File: src/rtl/sum_pkg.sv
// Shared constants and helpers for the pipelined adder/subtractor.
// Saturation is enabled by defining PIPELINED_ADDSUB_SAT_EN.
package sum_pkg;

  localparam int    MAX_WIDTH = 64;
  localparam string SAT_MACRO = "PIPELINED_ADDSUB_SAT_EN";

  function automatic int seg_width(input int width, input int stages);
    return width / stages;
  endfunction

  function automatic logic [MAX_WIDTH-1:0] signed_max(input int width);
    return (MAX_WIDTH'(1) << (width - 1)) - MAX_WIDTH'(1);
  endfunction

  function automatic logic [MAX_WIDTH-1:0] signed_min(input int width);
    return MAX_WIDTH'(1) << (width - 1);
  endfunction

endpackage

File: src/rtl/Full_adder.sv
// One-bit full adder cell used to build the ripple segments.
module Full_adder (
  input  logic a,
  input  logic b,
  input  logic cin,
  output logic s,
  output logic cout
);

  assign s    = a ^ b ^ cin;
  assign cout = (a & b) | (cin & (a ^ b));

endmodule

File: src/rtl/adder_segment.sv
// Combinational SEG-bit ripple-carry adder: one carry segment of the pipeline.
module adder_segment
  import sum_pkg::*;
#(
  parameter int SEG = 4
) (
  input  logic [SEG-1:0] a,
  input  logic [SEG-1:0] b,
  input  logic           cin,
  output logic [SEG-1:0] s,
  output logic           cout
);

  logic [SEG:0] c;

  assign c[0] = cin;

  genvar gi;
  generate
    for (gi = 0; gi < SEG; gi++) begin : g_fa
      Full_adder u_fa (
        .a   (a[gi]),
        .b   (b[gi]),
        .cin (c[gi]),
        .s   (s[gi]),
        .cout(c[gi+1])
      );
    end
  endgenerate

  assign cout = c[SEG];

endmodule

File: src/rtl/pipelined_addsub.sv
// Carry-segmented pipelined adder/subtractor with valid/ready flow control.
// Define PIPELINED_ADDSUB_SAT_EN to clamp overflowing results in the final stage.
module pipelined_addsub
  import sum_pkg::*;
#(
  parameter int WIDTH  = 16,
  parameter int STAGES = 4
) (
  input  logic             clk,
  input  logic             rst,
  input  logic             in_valid,
  output logic             in_ready,
  input  logic [WIDTH-1:0] a,
  input  logic [WIDTH-1:0] b,
  input  logic             sub,
  output logic             out_valid,
  input  logic             out_ready,
  output logic [WIDTH-1:0] sum,
  output logic             carry,
  output logic             ovf
);

  localparam int SEG = seg_width(WIDTH, STAGES);

  logic              en;
  logic [WIDTH-1:0]  b_inv;
  logic [WIDTH-1:0]  op_a;
  logic [WIDTH-1:0]  op_b;
  logic [WIDTH-1:0]  seg_s;
  logic [WIDTH-1:0]  sum_next;
  logic [WIDTH-1:0]  sum_fin;
  logic [STAGES-1:0] cin_w;
  logic [STAGES-1:0] cout_w;
  logic [STAGES-1:0] vld_reg;
  logic [WIDTH-1:0]  sum_reg;
  logic              carry_reg;
  logic              ovf_reg;
  logic              ovf_next;

  assign en       = ~vld_reg[STAGES-1] | out_ready;
  assign in_ready = en;
  assign b_inv    = b ^ {WIDTH{sub}};
  assign cin_w[0] = sub;

  genvar gi;
  generate
    for (gi = 0; gi < STAGES; gi++) begin : g_seg
      localparam int LO = gi * SEG;

      // Operand slices for segment gi wait gi cycles so they meet the carry of the same beat.
      if (gi == 0) begin : g_head
        assign op_a[LO +: SEG] = a[LO +: SEG];
        assign op_b[LO +: SEG] = b_inv[LO +: SEG];
      end else begin : g_skew
        logic [SEG-1:0] a_sk_reg [gi];
        logic [SEG-1:0] b_sk_reg [gi];
        logic           cy_reg;

        always_ff @(posedge clk or posedge rst) begin
          if (rst) begin
            for (int j = 0; j < gi; j++) begin
              a_sk_reg[j] <= '0;
              b_sk_reg[j] <= '0;
            end
            cy_reg <= 1'b0;
          end else if (en) begin
            a_sk_reg[0] <= a[LO +: SEG];
            b_sk_reg[0] <= b_inv[LO +: SEG];
            for (int j = 1; j < gi; j++) begin
              a_sk_reg[j] <= a_sk_reg[j-1];
              b_sk_reg[j] <= b_sk_reg[j-1];
            end
            cy_reg <= cout_w[gi-1];
          end
        end

        assign op_a[LO +: SEG] = a_sk_reg[gi-1];
        assign op_b[LO +: SEG] = b_sk_reg[gi-1];
        assign cin_w[gi]       = cy_reg;
      end

      adder_segment #(.SEG(SEG)) u_seg (
        .a   (op_a[LO +: SEG]),
        .b   (op_b[LO +: SEG]),
        .cin (cin_w[gi]),
        .s   (seg_s[LO +: SEG]),
        .cout(cout_w[gi])
      );

      // Lower slices are held back so every slice lands in the output register together.
      if (gi == STAGES - 1) begin : g_tail
        assign sum_next[LO +: SEG] = seg_s[LO +: SEG];
      end else begin : g_deskew
        localparam int DEPTH = STAGES - 1 - gi;
        logic [SEG-1:0] ds_reg [DEPTH];

        always_ff @(posedge clk or posedge rst) begin
          if (rst) begin
            for (int j = 0; j < DEPTH; j++) begin
              ds_reg[j] <= '0;
            end
          end else if (en) begin
            ds_reg[0] <= seg_s[LO +: SEG];
            for (int j = 1; j < DEPTH; j++) begin
              ds_reg[j] <= ds_reg[j-1];
            end
          end
        end

        assign sum_next[LO +: SEG] = ds_reg[DEPTH-1];
      end
    end
  endgenerate

  assign ovf_next = (op_a[WIDTH-1] == op_b[WIDTH-1]) && (seg_s[WIDTH-1] != op_a[WIDTH-1]);

`ifdef PIPELINED_ADDSUB_SAT_EN
  localparam logic [MAX_WIDTH-1:0] SMAX = signed_max(WIDTH);
  localparam logic [MAX_WIDTH-1:0] SMIN = signed_min(WIDTH);

  assign sum_fin = ovf_next ? (op_a[WIDTH-1] ? SMIN[WIDTH-1:0] : SMAX[WIDTH-1:0]) : sum_next;
`else
  assign sum_fin = sum_next;
`endif

  always_ff @(posedge clk or posedge rst) begin
    if (rst) begin
      vld_reg   <= '0;
      sum_reg   <= '0;
      carry_reg <= 1'b0;
      ovf_reg   <= 1'b0;
    end else if (en) begin
      vld_reg[0] <= in_valid;
      for (int i = 1; i < STAGES; i++) begin
        vld_reg[i] <= vld_reg[i-1];
      end
      sum_reg   <= sum_fin;
      carry_reg <= cout_w[STAGES-1];
      ovf_reg   <= ovf_next;
    end
  end

  assign out_valid = vld_reg[STAGES-1];
  assign sum       = sum_reg;
  assign carry     = carry_reg;
  assign ovf       = ovf_reg;

endmodule
File: config.mk
export PLATFORM = sky130hd
export DESIGN_NAME = pipelined_addsub
export DESIGN_NICKNAME = d
export VERILOG_FILES = /design/src/rtl/sum_pkg.sv /design/src/rtl/Full_adder.sv /design/src/rtl/adder_segment.sv /design/src/rtl/pipelined_addsub.sv
export SDC_FILE = /design/constraint.sdc
export NUM_CORES = 1
export LEC_CHECK = 0
export BUFFER_PORTS_ARGS = -buffer_cell sky130_fd_sc_hd__buf_4
export CORE_MARGIN = 2
export CORE_UTILIZATION = 54
export CTS_CLUSTER_SIZE = 40
export DETAILED_ROUTE_END_ITERATION = 7
export PLACE_DENSITY = 0.75
export SLEW_MARGIN = 20
export SYNTH_ARGS = -nofsm -noshare
export SYNTH_HDL_FRONTEND = slang
export SYNTH_SLANG_ARGS = --single-unit
File: constraint.sdc
create_clock -name clk -period 4.5 [get_ports clk]
set_input_delay 0.675 -clock clk [delete_from_list [all_inputs] [get_ports clk]]
set_output_delay 0.675 -clock clk [all_outputs]
set_load 0.005 [all_outputs]
Word level (Yosys, flattened, before mapping)
Cells that the tools add are included.
W data, S select, Z words.
{"block": "classes", "bitwise": 83, "n_eq_ne": 2, "n_reduce_logical": 1}
{"cell": "$and A1 B1 Y1", "count": 32}
{"cell": "$xor A1 B1 Y1", "count": 32}
{"cell": "$or A1 B1 Y1", "count": 17}
{"cell": "$xor A16 B16 Y16", "count": 1}
{"cell": "$eq A1 B1 Y1", "count": 1}
{"cell": "$logic_and A1 B1 Y1", "count": 1}
{"cell": "$ne A1 B1 Y1", "count": 1}
{"cell": "$not A1 Y1", "count": 1}
{"block": "totals", "wordCells": 111, "register_bits": 97, "in_bits": 37, "out_inout_bits": 20}

Depth between registers and ports, before layout
Gate-level depths: netlist of run 1.
{"block": "depth", "word_depth": 10, "mapped_depth": 9, "ltp_nobuf": 9}

By module
A second synthesis of run 1 with hierarchy kept.
{"block": "hier_totals", "hier_cells": 244, "hier_area_um2": 4167.7}
{"module": "pipelined_addsub", "seq_area_each_um2": 2427.3, "cells_each": 228, "area_each_um2": 3847.4, "n_inst": 1}
{"module": "Full_adder", "seq_area_each_um2": 0.0, "cells_each": 1, "area_each_um2": 20.0, "n_inst": 16}

Worst setup path before layout of run 1
OpenSTA, ideal clock, no wires.
{"block": "synth_path", "path_kind": "input port to flip-flop", "from": "input port sub", "to": "register g_seg[0].g_deskew.ds_reg[11] (netlist bit)", "t_arrival_ps": 2637, "path_buffers": 2, "t_required_ps": 4375, "stages": 8, "setup_slack_ps": 1738, "setup_ps": 125, "path_cell_list": "buf_2 > buf_4 > xnor2_1 > fa_1 > fa_1 > inv_1 > fa_1 > mux2_4"}
{"block": "synth_via", "elab_chain_cells": 9, "elab_cells_between_ends": 15, "classes_between": "bitwise: 15"}
{"element": "from (decl)", "line": "pipelined_addsub.sv:15", "source": "input logic sub,"}
{"element": "$xor A16 B16 Y16", "line": "pipelined_addsub.sv:42", "source": "assign b_inv = b ^ {WIDTH{sub}};"}
{"element": "$xor A1 B1 Y1", "line": "Full_adder.sv:11", "source": "assign cout = (a & b) | (cin & (a ^ b));"}
{"element": "$and A1 B1 Y1", "line": "Full_adder.sv:11"}
{"element": "$or A1 B1 Y1", "line": "Full_adder.sv:11"}
{"element": "$and A1 B1 Y1", "line": "Full_adder.sv:11"}
{"element": "$or A1 B1 Y1", "line": "Full_adder.sv:11"}
{"element": "$and A1 B1 Y1", "line": "Full_adder.sv:11"}
{"element": "$or A1 B1 Y1", "line": "Full_adder.sv:11"}
{"element": "$xor A1 B1 Y1 *", "line": "Full_adder.sv:10", "source": "assign s = a ^ b ^ cin;"}
{"element": "via g_seg[0].u_seg.g_fa[3].u_fa.s", "line": "Full_adder.sv:6", "source": "output logic s,"}
{"element": "to (signal, indexed assignment)", "line": "pipelined_addsub.sv:105", "source": "ds_reg[j] <= ds_reg[j-1];"}
{"element": "to (decl)", "line": "pipelined_addsub.sv:95", "source": "logic [SEG-1:0] ds_reg [DEPTH];"}
Mark *: on every way through the listed nets, which the timed path passes. The rest lies on a longest branch.
A chain may end at the register's enable or synchronous reset.

Worst setup path in the final report of run 1
{"block": "layout_path", "from": "register g_seg[3].g_skew.cy_reg", "to": "register ovf_reg, in the netlist ovf"}
{"block": "layout_via", "elab_chain_cells": 9}
{"element": "from (decl)", "line": "pipelined_addsub.sv:57", "source": "logic cy_reg;"}
{"element": "from (signal assigned)", "line": "pipelined_addsub.sv:73", "source": "cy_reg <= cout_w[gi-1];"}
{"element": "$and A1 B1 Y1", "line": "Full_adder.sv:11"}
{"element": "$or A1 B1 Y1", "line": "Full_adder.sv:11"}
{"element": "$and A1 B1 Y1", "line": "Full_adder.sv:11"}
{"element": "$or A1 B1 Y1", "line": "Full_adder.sv:11"}
{"element": "$and A1 B1 Y1", "line": "Full_adder.sv:11"}
{"element": "$or A1 B1 Y1", "line": "Full_adder.sv:11"}
{"element": "$xor A1 B1 Y1", "line": "Full_adder.sv:10"}
{"element": "$ne A1 B1 Y1", "line": "pipelined_addsub.sv:115", "source": "assign ovf_next = (op_a[WIDTH-1] == op_b[WIDTH-1]) && (seg_s[WIDTH-1] != op_a[WIDTH-1]);"}
{"element": "$logic_and A1 B1 Y1", "line": "pipelined_addsub.sv:115"}
{"element": "to (signal assigned)", "line": "pipelined_addsub.sv:139", "source": "ovf_reg <= ovf_next;"}
{"element": "to (decl)", "line": "pipelined_addsub.sv:37", "source": "logic ovf_reg;"}
No other way between the ends.

==> flow_metrics.env, run 1 <==
export IMPL_design_area_sq_mm=0.00515
export IMPL_fin_crit_sh_pct=56.7
export IMPL_drt_iter0_drc=104
export IMPL_drive_gt1_share_pct=46.9
export IMPL_timing_fmax_mhz=392
export IMPL_min_delay_path_class="input port to asynchronous set/reset pin"
export IMPL_cts_setup_buffers=0
export IMPL_ys_top_cells_by_count="dfrtp_1, mux2_4, inv_1, mux2_2, fa_1"
export IMPL_finalSetupViolCount=0
export IMPL_postSynthAreaPerCell_sq_um=16.0
export IMPL_drt_wl_total_mm=7.13
export IMPL_start_kind="register"
export IMPL_root_buffer="clkbuf_8"
export IMPL_grt_pass1_vias=2289
export IMPL_cap_violations=0
export IMPL_finalNetCount=390
export IMPL_drt_vias_per_instance=5.04
export IMPL_rows=33
export IMPL_ys_types=20
export IMPL_clkTransAtPathRegs_ns=0.10
export IMPL_grt_pass1_wl_mm=11.9
export IMPL_synth_ff_type="dfrtp_1"
export IMPL_fin_total_pwr_mw=3.45
export IMPL_dp_hpwl_mm=4.75
export IMPL_vias=2247
export IMPL_ant_nets=0
export IMPL_worst_slew_pin_transition_ns=0.766
export IMPL_n_fill_cell=603
export IMPL_crit_type="register to register"
export IMPL_drv_slew=0
export IMPL_cp_required_ns=4.77
export IMPL_clock_path_buffers=2
export IMPL_antenna_found_initial=0
export IMPL_grt_max_degree=64
export IMPL_antenna_cells=0
export IMPL_async_flop_share_pct=100
export IMPL_p_leak_nw=2.52
export IMPL_ys_ff_latch=97
export IMPL_drc=0
export IMPL_fin_worst_skew_ns=0.0148
export IMPL_finalNonFillerCells=446
export IMPL_track_usage_pct=17.7
export IMPL_syn_to_final_growth_pct=15.0
export IMPL_yosysMostFrequentCell="dfrtp_1"
export IMPL_place_congestion=0.722
export IMPL_start_util_pct=55.0
export IMPL_ctsResizeCount=0
export IMPL_syn_inst=280
export IMPL_multi_input_area_sq_mm=0.00182
export IMPL_seq_area_frac_synth_pct=54.2
export IMPL_rrSetupSlack_ns=1.95
export IMPL_seqCellArea_sq_mm=0.00243
export IMPL_final_core_utilization_pct=63.3
export IMPL_syn_area_sq_mm=0.00448
export IMPL_drt_pass1_iterations=4
export IMPL_die_w_um=95.1
export IMPL_core_sq_mm=0.00813
export IMPL_htreeDepth=3
export IMPL_wl_per_cell_um=16.0
export IMPL_crit_fanout=2
export IMPL_tns_ns=0
export IMPL_cts_sinks=97
export IMPL_grt_setup_unrepaired="false"
export IMPL_clk_insertion_delay_late_ns=0.36
export IMPL_relSlewSlack_pct=48.9
export IMPL_post_synth_top_area_cell="dfrtp_1"
export IMPL_die_height_um=95.1
export IMPL_timing_final_crit_period_ns=2.55
export IMPL_syn_num_nets=333
export IMPL_grt_overflow=0
export IMPL_cp_arrival_ns=2.82
export IMPL_ys_warn_count=0
export IMPL_io_buffers=56
export IMPL_hold_viol_final=0
export IMPL_synth_area_leaders="dfrtp_1, mux2_4, fa_1, mux2_2, xor2_1"
export IMPL_postCtsHoldBufs=0
export IMPL_cts_buffers=9
export IMPL_setup_worst_path_end_class="register"
export IMPL_die_area_sq_mm=0.00903
export IMPL_rr_worst_depth=9
export IMPL_status="finished, final reports clean"
export IMPL_timing_rr_end="ovf$_DFFE_PP0P_"
export IMPL_cts_tree="built"
export IMPL_synth_top_area_share_pct=54.2
export IMPL_io_pins=57
export IMPL_ir_worst_vdd_v=0.000241
export IMPL_placedCellCount=431
export IMPL_synth_edf_count=0
export IMPL_dpl_cell_area_sq_mm=0.00493
export IMPL_power_density_mw_per_mm2=671
export IMPL_worstReg2RegStart="g_seg[3].g_skew.cy_reg$_DFFE_PP0P_"
-- worst max-delay path by stage --
stage	from	endpoint	cells past startpoint
6_report	g_seg[3].g_skew.cy_reg$_DFFE_PP0P_	ovf$_DFFE_PP0P_	9
5_1_grt	g_seg[3].g_skew.cy_reg$_DFFE_PP0P_	ovf$_DFFE_PP0P_	9
4_1_cts	g_seg[3].g_skew.cy_reg$_DFFE_PP0P_	ovf$_DFFE_PP0P_	9
3_5_place_dp	sub	g_seg[0].g_deskew.ds_reg[11]$_DFFE_PP0P_	7
3_3_place_gp	sub	g_seg[0].g_deskew.ds_reg[11]$_DFFE_PP0P_	7
2_1_floorplan	rst	carry$_DFFE_PP0P_	1
-- through the flow --
stage	hold slack [ns]	worst slack (ns)
after floorplan	0.435	1.29
after global placement	0.457	1.77
after detailed placement	0.461	1.71
after CTS	0.476	1.93
after global routing	0.509	1.81
final	0.449	1.95
-- cell type report --
type                    count  area share (%)
flip-flops and latches     97            47.1
well taps                 105            2.55
repair buffers             60            8.75
clock buffers               9            2.41
inverters                  26            1.99
clock inverters             6            1.80
multi-input cells         143            35.4
-- metal layers --
metal	GRT usage (%)	share of wire [%]	vias up
li1	-	-	1035
met1	27.4	51	1160
met2	24.3	45	46
met3	3.48	3.4	6
met4	7.97	1.2	0
met5	0	0	-
-- critical path, cell delays in order, from the launching register on --
cell,delay (ns)
dfrtp_1,0.41
fa_1,0.42
inv_1,0.09
fa_1,0.17
inv_1,0.05
fa_1,0.44
inv_1,0.10
fa_1,0.42
xor2_1,0.16
o31ai_1,0.21
-- logic make-up after synthesis --
kind of cell	Yosys count	share of synthesized area, %
multiplexers	86	26.9
XOR/XNOR	17	3.33
flip-flops	97	54.2
AO/OA/AOI/OAI	11	1.29
adder cells (fa/ha/maj)	16	6.99
buffers and inverters	40	5.11
AND/OR/NAND/NOR	13	2.18
-- layout by cell type, fill, tap and decap left out, types with 9 or more instances in the layout --
| master | instances |
|---|---|
| mux2_2 | 18 |
| a21oi_1 | 10 |
| clkbuf_8 | 9 |
| fa_1 | 15 |
| nor3b_1 | 10 |
| inv_1 | 24 |
| mux2_4 | 64 |
| dfrtp_1 | 97 |
| buf_4 | 60 |
| xor2_1 | 13 |
-- report_power, final --
group / switching [mW] / internal (mW) / leakage (nW)
Combinational: 0.479 / 0.845 / 1.29
Sequential: 0.249 / 1.26 / 1.12
Clock: 0.304 / 0.313 / 0.102
Total: 1.03 / 2.42 / 2.52
Power figures use the tool's default switching activity.
==> run 2: changes to the inputs <==
ABC_AREA = 1   (was default)
CORE_UTILIZATION = 51   (was 54)
clock period = 2 ns   (was 4.5 ns; I/O delays follow)
==> flow_metrics.env, run 2 <==
export IMPL_wl_per_cell_um=11.6
export IMPL_drive_gt1_share_pct=21.6
export IMPL_start_kind="register"
export IMPL_drc=0
export IMPL_antenna_cells=0
export IMPL_p_seq_share_pct=45.6
export IMPL_syn_inst=454
export IMPL_yosysMostFrequentCell="nand2_1"
export IMPL_drv_slew=0
export IMPL_clk_insertion_delay_late_ns=0.35
export IMPL_most_common_layout_cells="nand2_1, dfrtp_1, buf_4"
export IMPL_vias=2925
export IMPL_drt_wl_total_mm=7.23
export IMPL_seq_area_frac_synth_pct=57.7
export IMPL_grt_overflow=0
export IMPL_die_w_um=94.8
export IMPL_grt_pass1_vias=2876
export IMPL_place_congestion=0.739
export IMPL_ir_worst_vdd_v=0.000466
export IMPL_track_usage_pct=18.0
export IMPL_hold_viol_final=0
export IMPL_io_pins=57
export IMPL_cp_arrival_ns=2.49
export IMPL_hold_ws_ns=0.151
export IMPL_cts_buffers=9
export IMPL_min_delay_path_class="input port to register"
export IMPL_synth_area_leaders="dfrtp_1, nand2_1, fa_1, o21ai_0, inv_1"
export IMPL_syn_num_nets=507
export IMPL_finalNetCount=567
export IMPL_power_density_mw_per_mm2=1420
export IMPL_async_flop_share_pct=100
export IMPL_tns_ns=-0.612
export IMPL_syn_area_sq_mm=0.00420
export IMPL_final_core_utilization_pct=62.2
export IMPL_ys_top_cells_by_count="nand2_1, dfrtp_1, o21ai_0, inv_1, fa_1"
export IMPL_syn_to_final_growth_pct=19.7
export IMPL_p_int_mw=4.72
export IMPL_clock_path_buffers=2
export IMPL_cts_sinks=97
export IMPL_pwr_share_comb_pct=35.7
export IMPL_rows=33
export IMPL_drt_vias_per_instance=4.70
export IMPL_p_leak_nw=2.61
export IMPL_relSlewSlack_pct=63.9
export IMPL_mostFrequentLayoutCell="nand2_1"
export IMPL_fin_worst_skew_ns=0.00624
export IMPL_drt_iter0_drc=141
export IMPL_core_sq_mm=0.00809
export IMPL_ant_nets=0
export IMPL_synth_edf_count=0
export IMPL_postSynthAreaPerCell_sq_um=9.26
export IMPL_root_buffer="clkbuf_8"
export IMPL_finalSetupViolCount=5
export IMPL_cts_tree="built"
export IMPL_synth_top_area_share_pct=57.7
export IMPL_dp_hpwl_mm=4.92
export IMPL_clkTransAtPathRegs_ns=0.08
export IMPL_worst_slew_pin_transition_ns=0.539
export IMPL_fin_ws_ns=-0.243
export IMPL_crit_fanout=2
export IMPL_ys_ff_latch=97
export IMPL_grt_max_degree=95
export IMPL_htreeDepth=3
export IMPL_die_area_sq_mm=0.00899
export IMPL_timing_final_crit_period_ns=2.24
export IMPL_fin_crit_sh_pct=112
export IMPL_pre_cts_ws_ns=-0.247
export IMPL_ys_warn_count=0
export IMPL_grt_pass1_wl_mm=12.7
export IMPL_cap_violations=0
export IMPL_post_synth_top_area_cell="dfrtp_1"
export IMPL_grt_setup_unrepaired="true"
export IMPL_start_util_pct=51.9
export IMPL_violations="setup timing"
export IMPL_cp_required_ns=2.25
export IMPL_p_sw_share_pct=34.0
export IMPL_crit_type="register to register"
export IMPL_p_sw_mw=2.43
export IMPL_synth_ff_type="dfrtp_1"
export IMPL_status="complete, but fails checks"
export IMPL_die_height_um=94.8
export IMPL_n_fill_cell=721
export IMPL_drt_pass1_iterations=4
export IMPL_io_buffers=56
export IMPL_antenna_found_initial=0
export IMPL_ys_types=19
export IMPL_timing_fmax_mhz=446
export IMPL_setup_worst_path_end_class="register"
export IMPL_clkPwrFrac_pct=18.7
==> run 2: cell types whose count changed after synthesis, sizes merged, moves of 7 or more <==
cell,change
buf,+7
xor2,-12
a21oi,-10
nand2,+181
inv,+28
o21ai,+60
mux2,-82
nand3,+12
nor3b,-10
==> run 2: worst max-delay path, stage by stage, from the launching register on <==
cell and delay, ns:
dfrtp_1 0.41, fa_2 0.39, inv_2 0.06, fa_2 0.19
inv_2 0.04, fa_2 0.33, inv_2 0.06, fa_1 0.43
xnor2_1 0.14, nand2_1 0.06, nand2_1 0.04
==> run 2: logic make-up after synthesis <==
| logic type | Yosys count | share of synthesized area [%] |
|---|---|---|
| xor+xnor | 4 | 0.833 |
| flops | 97 | 57.7 |
| fa+ha+maj | 16 | 7.44 |
| simple gates | 201 | 18.9 |
| compound gates | 60 | 7.14 |
| buf+inv | 76 | 7.95 |
==> run 2: metal layers <==
layer  up-vias  global-route usage (%)  wire [um]
met2        59                    30.3       3510
li1       1491                       -          -
met1      1363                    23.7       3330
met3        12                    3.59        289
met4         0                    5.68        109
met5         -                       0          0
==> run 2: area by class of cell <==
class	instances	area, sq um	share of cell area, %
flip-flops and latches	97	2430	48.2
well taps	105	131	2.61
inverters	54	206	4.10
multi-input cells	281	1470	29.2
clock buffers	12	145	2.88
repair buffers	71	586	11.6
clock inverters	3	65.1	1.29
==> run 2: power groups by stage <==
stage | Clock (mW) | Combinational, mW | Sequential (mW)
floorplan | 0 | 1.68 | 3.22
global placement | 0 | 2.41 | 3.26
detailed placement | 0 | 2.53 | 3.30
CTS | 1.37 | 2.59 | 3.27
global route | 1.45 | 3.00 | 3.36
finish | 1.34 | 2.56 | 3.26
==> run 2: final timing paths <==
| kind | start | endpoint | slack, ns | depth (start not counted) |
|---|---|---|---|---|
| min reg2reg | vld_reg[2]$_DFFE_PP0P_ | vld_reg[3]$_DFFE_PP0P_ | 0.46 | 2 |
| min in group asynchronous | rst | sum[3]$_DFFE_PP0P_ | 0.50 | 3 |
| max | g_seg[3].g_skew.b_sk_reg[0]$_DFFE_PP0P_ | ovf$_DFFE_PP0P_ | -0.24 | 10 |
| max in group asynchronous | rst | g_seg[3].g_skew.b_sk_reg[7]$_DFFE_PP0P_ | 0.87 | 4 |
| min | a[12] | g_seg[3].g_skew.a_sk_reg[8]$_DFFE_PP0P_ | 0.15 | 3 |
| max reg2reg | g_seg[3].g_skew.b_sk_reg[0]$_DFFE_PP0P_ | ovf$_DFFE_PP0P_ | -0.24 | 10 |
==> run 2: timing repair <==
item,4_1_cts,5_1_grt
setup endpoints to repair,6,6
endpoints found under the hold margin,16,0
pin swaps,2,5
buffers inserted,2,1
resized for setup,3,3
hold buffers,1,0
==> run 2: through the flow <==
step | cell area (sq um) | power, mW | cells
global placement | 4790 | 5.67 | 604
detailed placement | 4790 | 5.83 | 604
CTS | 5020 | 7.22 | 622
floorplan | 4240 | 4.90 | 454
global route | 5030 | 7.81 | 623
finish | 5030 | 7.16 | 623
